==> src/rtl/dac_wavegen.sv <==
// Runtime-configurable waveform source feeding the DAC core's dac_val/val_req port.
// Supports HOLD, SAWTOOTH, TRIANGLE and SQUARE with exact min/max bounds.
module dac_wavegen #(
  parameter int DAC_BITS  = 14,
  parameter int STEP_BITS = 8,
  parameter int DIV_BITS  = 8
) (
  input  logic                 clk,
  input  logic                 rst,
  input  logic                 cfg_load,
  input  logic [1:0]           cfg_mode,
  input  logic [DAC_BITS-1:0]  cfg_min,
  input  logic [DAC_BITS-1:0]  cfg_max,
  input  logic [STEP_BITS-1:0] cfg_step,
  input  logic [DIV_BITS-1:0]  cfg_div,
  input  logic                 val_req,
  output logic [DAC_BITS-1:0]  dac_val,
  output logic                 dir,
  output logic                 cycle,
  output logic                 cfg_err
);

  localparam int EW = DAC_BITS + 1;

  typedef enum logic [1:0] {
    MODE_HOLD   = 2'd0,
    MODE_SAW    = 2'd1,
    MODE_TRI    = 2'd2,
    MODE_SQUARE = 2'd3
  } mode_t;

  mode_t                mode_q;
  logic [DAC_BITS-1:0]  min_q;
  logic [DAC_BITS-1:0]  max_q;
  logic [STEP_BITS-1:0] step_q;
  logic [DIV_BITS-1:0]  div_q;
  logic [DIV_BITS-1:0]  div_cnt;
  logic                 sq_high;

  logic [EW-1:0]        s_ext;
  logic [EW-1:0]        v_ext;
  logic [EW-1:0]        min_ext;
  logic [EW-1:0]        max_ext;
  logic [EW-1:0]        sum;
  logic [DAC_BITS-1:0]  nxt_val;
  logic                 nxt_dir;
  logic                 nxt_cycle;
  logic                 nxt_sq;

  // Next sample for one advance; one extra bit keeps v+s and min+s from wrapping.
  // SQUARE tracks its phase explicitly so min == max still yields a period of two.
  always_comb begin
    s_ext     = (step_q == '0) ? EW'(1) : EW'(step_q);
    v_ext     = {1'b0, dac_val};
    min_ext   = {1'b0, min_q};
    max_ext   = {1'b0, max_q};
    sum       = v_ext + s_ext;
    nxt_val   = dac_val;
    nxt_dir   = 1'b0;
    nxt_cycle = 1'b0;
    nxt_sq    = sq_high;
    case (mode_q)
      MODE_HOLD: nxt_val = min_q;
      MODE_SAW: begin
        if (sum > max_ext) begin
          nxt_val   = min_q;
          nxt_cycle = 1'b1;
        end else begin
          nxt_val = sum[DAC_BITS-1:0];
        end
      end
      MODE_TRI: begin
        if (!dir) begin
          if (sum >= max_ext) begin
            nxt_val = max_q;
            nxt_dir = 1'b1;
          end else begin
            nxt_val = sum[DAC_BITS-1:0];
          end
        end else if (v_ext < min_ext + s_ext) begin
          nxt_val   = min_q;
          nxt_cycle = 1'b1;
        end else begin
          nxt_val = dac_val - s_ext[DAC_BITS-1:0];
          nxt_dir = 1'b1;
        end
      end
      MODE_SQUARE: begin
        if (!sq_high) begin
          nxt_val = max_q;
          nxt_sq  = 1'b1;
        end else begin
          nxt_val   = min_q;
          nxt_sq    = 1'b0;
          nxt_cycle = 1'b1;
        end
      end
      default: nxt_val = dac_val;
    endcase
  end

  // A load (accepted or rejected) swallows a coincident val_req.
  always_ff @(posedge clk) begin
    if (rst) begin
      mode_q  <= MODE_HOLD;
      min_q   <= '0;
      max_q   <= '1;
      step_q  <= STEP_BITS'(1);
      div_q   <= '0;
      div_cnt <= '0;
      sq_high <= 1'b0;
      dac_val <= '0;
      dir     <= 1'b0;
      cycle   <= 1'b0;
      cfg_err <= 1'b0;
    end else begin
      cycle   <= 1'b0;
      cfg_err <= 1'b0;
      if (cfg_load) begin
        if (cfg_min <= cfg_max) begin
          mode_q  <= mode_t'(cfg_mode);
          min_q   <= cfg_min;
          max_q   <= cfg_max;
          step_q  <= cfg_step;
          div_q   <= cfg_div;
          div_cnt <= '0;
          sq_high <= 1'b0;
          dac_val <= cfg_min;
          dir     <= 1'b0;
        end else begin
          cfg_err <= 1'b1;
        end
      end else if (val_req) begin
        if (div_cnt == div_q) begin
          div_cnt <= '0;
          dac_val <= nxt_val;
          dir     <= nxt_dir;
          cycle   <= nxt_cycle;
          sq_high <= nxt_sq;
        end else begin
          div_cnt <= div_cnt + 1'b1;
        end
      end
    end
  end

endmodule

==> config.mk <==
export PLATFORM = sky130hd
export DESIGN_NAME = dac_wavegen
export DESIGN_NICKNAME = d
export VERILOG_FILES = /design/src/rtl/dac_wavegen.sv
export SDC_FILE = /design/constraint.sdc
export NUM_CORES = 1
export LEC_CHECK = 0
export CAP_MARGIN = 10
export CORE_ASPECT_RATIO = 0.6
export CORE_MARGIN = 5
export CORE_UTILIZATION = 62
export DETAILED_ROUTE_END_ITERATION = 16
export HOLD_SLACK_MARGIN = 0.06
export PLACE_DENSITY_LB_ADDON = 0.25
export SLEW_MARGIN = 0
export SYNTH_ARGS = -nofsm -noshare
export SYNTH_HDL_FRONTEND = slang
export SYNTH_SLANG_ARGS = --single-unit
==> constraint.sdc <==
create_clock -name clk -period 14.08 [get_ports clk]
set_input_delay 2.816 -clock clk [delete_from_list [all_inputs] [get_ports clk]]
set_output_delay 2.816 -clock clk [all_outputs]
set_load 0.1 [all_outputs]
==> results of run 1 <==
==> cell usage in the layout, fill, tap and decap left out, types with 4 or more instances in the layout <==
cell and count:
o21a_1 13, nand2_1 102, and3_1 6, nor2_1 63
nand3b_1 5, nor3_1 12, nand4_1 7, ha_1 66
dfxtp_1 72, o211ai_1 8, a21boi_0 4, nand2b_1 9
a211o_1 15, a211oi_1 13, o31ai_1 4, a31oi_1 4
inv_1 49, clkdlybuf4s50_1 65, nor4_1 5, xor2_1 26
o21bai_1 5, nor2b_1 10, nand3_1 12, a21oi_1 55
o22ai_1 5, o2111ai_1 4, clkbuf_16 9, o21ai_0 41
a21o_1 7, and4_1 6, o32ai_1 9, xnor2_1 20
==> critical path: stages <==
cell and delay [ns]:
clkdlybuf4s50_1 1.08, clkinv_1 0.78, a211oi_1 0.35, a21boi_0 0.22, a21boi_1 0.16, nor2b_1 0.23
buf_4 0.28, a221o_2 0.40, a2111oi_0 0.33, nor3_1 0.11
==> power breakdown <==
part	switching [W]	total, W	internal [W]
registers	0.0000261	0.000244	0.000218
logic	0.000154	0.000246	0.0000927
clock network	0.0000946	0.000268	0.000173
==> registers in the layout, indices dropped and copies added, names as in the netlist <==
register and flops:
cfg_err 1, cycle 1, dac_val 14, dir 1
div_cnt 8, div_q 8, max_q 14, min_q 14
mode_q 2, sq_high 1, step_q 8
==> stage by stage <==
stage,hold slack (ns),utilization,cells,instance area (um2),total power [W]
floorplan,0.4354,-,769,6028,0.0004100
global placement,0.4464,0.7114,924,6633,0.0004704
detailed placement,0.4510,0.7114,924,6633,0.0004812
CTS,0.4655,0.7479,939,6973,0.0007451
global route,0.4999,0.7479,939,6973,0.0007851
finish,0.4750,0.7479,939,6973,0.0007580
==> per-layer routing <==
metal / up-vias / track usage
met4: 2 / 0.09330
met3: 63 / 0.1195
met1: 2894 / 0.5037
li1: 2822 / -
met2: 478 / 0.4931
met5: - / 0
==> layout make-up <==
class,instances,share of cell area
well taps,130,0.02333
flip-flops and latches,72,0.2067
repair buffers,68,0.09618
multi-input cells,604,0.5981
clock inverters,6,0.01651
clock buffers,9,0.03230
inverters,50,0.02692
==> logic make-up after synthesis <==
group | Yosys count | share of synthesized area
adder cells (fa/ha/maj) | 69 | 0.1469
flip-flops | 72 | 0.2391
buffers and inverters | 93 | 0.06995
AND/OR/NAND/NOR | 263 | 0.2094
AO/OA/AOI/OAI | 221 | 0.2588
XOR/XNOR | 46 | 0.06683
multiplexers | 5 | 0.008925
==> how the worst max path moves through the flow <==
stage	startpoint	end	depth (start not counted)
5_1_grt	cfg_load	dac_val[11]$_SDFFE_PP0P_	10
2_1_floorplan	cfg_max[13]	dac_val[11]$_SDFFE_PP0P_	11
6_report	cfg_load	dac_val[13]$_SDFFE_PP0P_	10
3_5_place_dp	cfg_load	dac_val[13]$_SDFFE_PP0P_	10
4_1_cts	cfg_load	dac_val[13]$_SDFFE_PP0P_	10
3_3_place_gp	cfg_load	dac_val[13]$_SDFFE_PP0P_	10
==> metrics, run 1 <==
final count of pins violating max slew=0; register area share after synthesis=0.2391; Clock transition at path regs=~0.06 ns; worst-case clock buffer depth=2; Post-synth EDFFs=0; synthesized flop and latch total=72; Place WS=7.336 ns; Leak=around 3.0 nW; DP HPWL=~16,000 um; vias in the first global route=about 5,800; Initial DRT Pass Iterations=5; Hold Crit Class=register to register; met3 WL=around 3200 um; startpoint types=primary input; FF+latch area=1441 um2; CTS tree=built; worst r2r src=step_q[4]$_SDFFE_PP0P_; Hold EP=max_q[13]$_SDFFE_PP1P_; Placeable Area=9324 um2; row count=27; die height=between 80 and 90 um; Synth area leaders=dfxtp_1 (24%), ha_1 (14%), nand2_1 (6.4%), a21oi_1 (4.6%), nor2_1 (4.0%); footprint of the multi-input gates=around 4200 um2; Main synth FF type=dfxtp_1; Netlist cell types=83; Synth top area share=0.2391; Cell Area, Synth=about 6000 um2; vias=roughly 6,300; nets=slightly above 900; Post-route DRC=0; most numerous cell in the Yosys netlist=nand2_1; vias per cell=6.666; Syn Area/Cell=between 7 and 8 um2; maximum clock frequency=152.5 MHz; met1 WL=8828 um; I/O pins=67; Port-buffer cells=66; crit path max fanout=23; area leader, netlist=dfxtp_1; antenna cells=0; Post-CTS Setup Inserts=0; pwr dens=~110 nW/um2; Detail Route Antenna Nets=0; gpl congestion=1.060; Max VDD drop=around 0.086 mV; filler instances=700; wire length of the first global-routing pass=about 32,000 um; crit path kind=primary input to register; initial antenna violation count=1; Slew @ Worst Pin=approximately 1.2 ns; CTS Root Cell=clkbuf_16; Max Cap Violations=0; TritonCTS buffer count=9; Syn Nets=slightly below 900; Final Worst Setup Slack=between 7 and 8 ns; FF-to-FF path depth=17; clock latency on the worst-skew pair=0.34 ns; Die ar.=roughly 12,000 um2; metal2 WL=between 8000 and 9000 um; minimum clock period=between 6 and 7 ns; hold_sp=max_q[13]$_SDFFE_PP1P_; Top Layer Used=met5; final WL=20,530 um; R2R setup slack=~8.2 ns; Final Hold Viols=0; Hold-fix buffers, CTS=0; Synth-to-Final Area Change=15.67%; CP endpoint kind=register; Synth Instances=769; Layout Skew=~0.014 ns; total gr overflow=0; RSZ-0062 raised after global routing=false; Critical Path AT=just under 7 ns; Hold Path Depth=1; Reg2Reg Capture Point=dac_val[13]$_SDFFE_PP0P_; # resized after CTS=0; setup TNS=0 ns; share of layout cells above drive strength 1=0.05933; Initial Util=0.6465; Synth Warn #=0; CTS H-tree lvls=3; final setup vio count=0; Final Cycle Share=0.4657; status=finished clean; relative slew slack=0.2163; Avg WL per Cell=about 22 um; DIE WIDTH=roughly 140 um; clk sinks=72; GRT Total Usage=0.3492; Worst EP required=roughly 14 ns; ys async rst share=0; initial drt markers=slightly above 1,000; largest net degree at the start of global routing=60; commonest cells in the synthesized netlist=nand2_1 (102), dfxtp_1 (72), ha_1 (66), nor2_1 (64), a21oi_1 (55)
(Power assumes the default switching activity.)
==> run 2, diff against run 1 <==
--- a/config.mk
+++ b/config.mk
@@ -8,7 +8,7 @@
 export CAP_MARGIN = 10
 export CORE_ASPECT_RATIO = 0.6
 export CORE_MARGIN = 5
-export CORE_UTILIZATION = 62
+export CORE_UTILIZATION = 58
 export DETAILED_ROUTE_END_ITERATION = 16
 export HOLD_SLACK_MARGIN = 0.06
 export PLACE_DENSITY_LB_ADDON = 0.25
==> constraint.sdc (replaced) <==
create_clock -name clk -period 6.78 [get_ports clk]
set_input_delay 1.356 -clock clk [delete_from_list [all_inputs] [get_ports clk]]
set_output_delay 1.356 -clock clk [all_outputs]
set_load 0.1 [all_outputs]
==> metrics, run 2 (synthesis gave the netlist of run 1 again) <==
largest net degree at the start of global routing=60; Max VDD drop=~0.14 mV; Final Cycle Share=0.8751; Crit path buffers/inverters=1; Hold Path Depth=1; final count of pins violating max slew=0; Worst EP required=between 7 and 8 ns; clk sinks=between 70 and 80; row count=28; worst-case clock buffer depth=2; Clock transition at path regs=about 0.060 ns; Leak=around 3 nW; gpl congestion=around 1.1; TritonCTS buffer count=9; Non-Filler Instances=between 900 and 1,000; RSZ-0062 raised after global routing=false; Layout Skew=just over 0.005 ns; CTS H-tree lvls=3; sw frac=0.3869; commonest non-fill, non-tap cell in the layout=nand2_1; wire length of the first global-routing pass=between 30,000 and 40,000 um; initial drt markers=770; share of layout cells above drive strength 1=0.06165; setup TNS=0 ns; Regs by FF count=dac_val (14), max_q (14), min_q (14); pwr dens=214.8 nW/um2; antenna cells=0; status=finished clean; vias=approximately 6,100; Final Hold Viols=0; GRT Total Usage=0.3219; clock power share=0.314; CP endpoint kind=register; most frequent cells in the layout=nand2_1 (102), dfxtp_1 (72), ha_1 (66); CTS Root Cell=clkbuf_16; initial antenna violation count=0; FF-to-FF path depth=18; Int Power=about 0.00091 W; DP HPWL=15,630 um; Worst path slowest cell=o41ai_1; vias per cell=approximately 6.4; placed cells=between 900 and 1,000; DIE WIDTH=between 100 and 150 um; crit path max fanout=17; CTS tree=built; crit path kind=register to register; clock latency on the worst-skew pair=0.34 ns; Initial Util=0.6038; final WL=around 20,000 um; Avg WL per Cell=approximately 21 um; nets=slightly above 900; crit-path max cell delay=1.09 ns; Detail Route Antenna Nets=0; # resized after CTS=0; total gr overflow=0; dpl cell area=~6600 um2; WP depth=18; die height=between 80 and 90 um; Port-buffer cells=66; relative slew slack=0.1894; Initial DRT Pass Iterations=7; Critical Path AT=approximately 6.2 ns; P_sw=about 0.00058 W; Synth-to-Final Area Change=15.07%; startpoint types=register; Die ar.=12,600 um2; I/O pins=67; final setup vio count=0; minimum clock period=5.933 ns; vias in the first global route=roughly 5,700; part of the power in registers=0.338; maximum clock frequency=168.6 MHz; Max Cap Violations=0; crit-path cells=inv_1 > a41o_1 > ha_1 > a21o_1 > a21oi_1 > o21bai_1 > a211o_1 > a31o_2 > a21oi_1 > nor2_1 > xnor2_1 > ha_1 > nand3_1 > o41ai_1 > nand2_2 > a21o_4 > a221o_1 > a32o_1; Hold Crit Class=register to register; Finished Cell Area=around 7000 um2; Placeable Area=around 10000 um2; Top Family by Delay on Critical Path=compound AO/OA/AOI/OAI gates; Hold-fix buffers, CTS=0; Post-route DRC=0; Comb pwr share=0.348; filler instances=~810; Slew @ Worst Pin=between 1 and 1.5 ns; Post-CTS Setup Inserts=0
==> run 2: cell types whose count changed in the layout (fill, tap and decap cells not counted) <==
cell / before / now
bufinv_16: 3 / 0
clkinvlp_4: 1 / 2
buf_4: 2 / 3
clkbuf_8: 0 / 2
clkinv_2: 0 / 1
==> run 2: metrics by stage <==
stage	power [W]	hold slack (ns)	worst slack (ns)	util
floorplan	0.0008514	0.4354	1.966	-
global placement	0.0009968	0.4462	1.169	0.6657
detailed placement	0.001010	0.4598	1.016	0.6657
CTS	0.001473	0.4739	0.9767	0.6947
global route	0.001557	0.5032	0.6332	0.6947
finish	0.001490	0.4720	0.8470	0.6947
==> run 2: final cells by class <==
cell class                      count  area [um2]  share of cell area
Clock buffer                       11       252.7             0.03644
Clock inverter                      5       37.54            0.005411
Inverter                           50       187.7             0.02706
Multi-Input combinational cell    604        4170              0.6012
Sequential cell                    72        1441              0.2078
Tap cell                          135       168.9             0.02435
Timing Repair Buffer               69       678.2             0.09776
==> run 2: power by group through the flow <==
| stage | clock (W) | combinational, W | sequential, W |
|---|---|---|---|
| 2_1_floorplan | 0 | 0.000317 | 0.000535 |
| 3_3_place_gp | 0 | 0.000490 | 0.000507 |
| 3_5_place_dp | 0 | 0.000501 | 0.000509 |
| 4_1_cts | 0.000467 | 0.000506 | 0.000500 |
| 5_1_grt | 0.000491 | 0.000560 | 0.000505 |
| 6_report | 0.000468 | 0.000519 | 0.000504 |
==> run 2: metal layers <==
metal	part of all wire	track usage
met1	0.46	0.4792
met4	0.0098	0.06620
met3	0.13	0.09674
met5	0	0
met2	0.40	0.4583
==> run 2: final timing paths <==
path,start,end,slack (ns)
worst max-delay path,step_q[1]$_SDFFE_PP0P_,dac_val[6]$_SDFFE_PP0P_,0.85
worst min-delay path,max_q[13]$_SDFFE_PP1P_,max_q[13]$_SDFFE_PP1P_,0.47
worst max register to register,step_q[1]$_SDFFE_PP0P_,dac_val[6]$_SDFFE_PP0P_,0.85
worst min register to register,max_q[13]$_SDFFE_PP1P_,max_q[13]$_SDFFE_PP1P_,0.47
==> run 3, diff against run 2 <==
--- a/config.mk
+++ b/config.mk
@@ -10,7 +10,7 @@
 export CORE_MARGIN = 5
 export CORE_UTILIZATION = 58
 export DETAILED_ROUTE_END_ITERATION = 16
-export HOLD_SLACK_MARGIN = 0.06
+export HOLD_SLACK_MARGIN = 0.15
 export PLACE_DENSITY_LB_ADDON = 0.25
 export SLEW_MARGIN = 0
 export SYNTH_ARGS = -nofsm -noshare
==> results of run 3 <==
The final DEF is identical to that of run 2; final timing and power are the same.
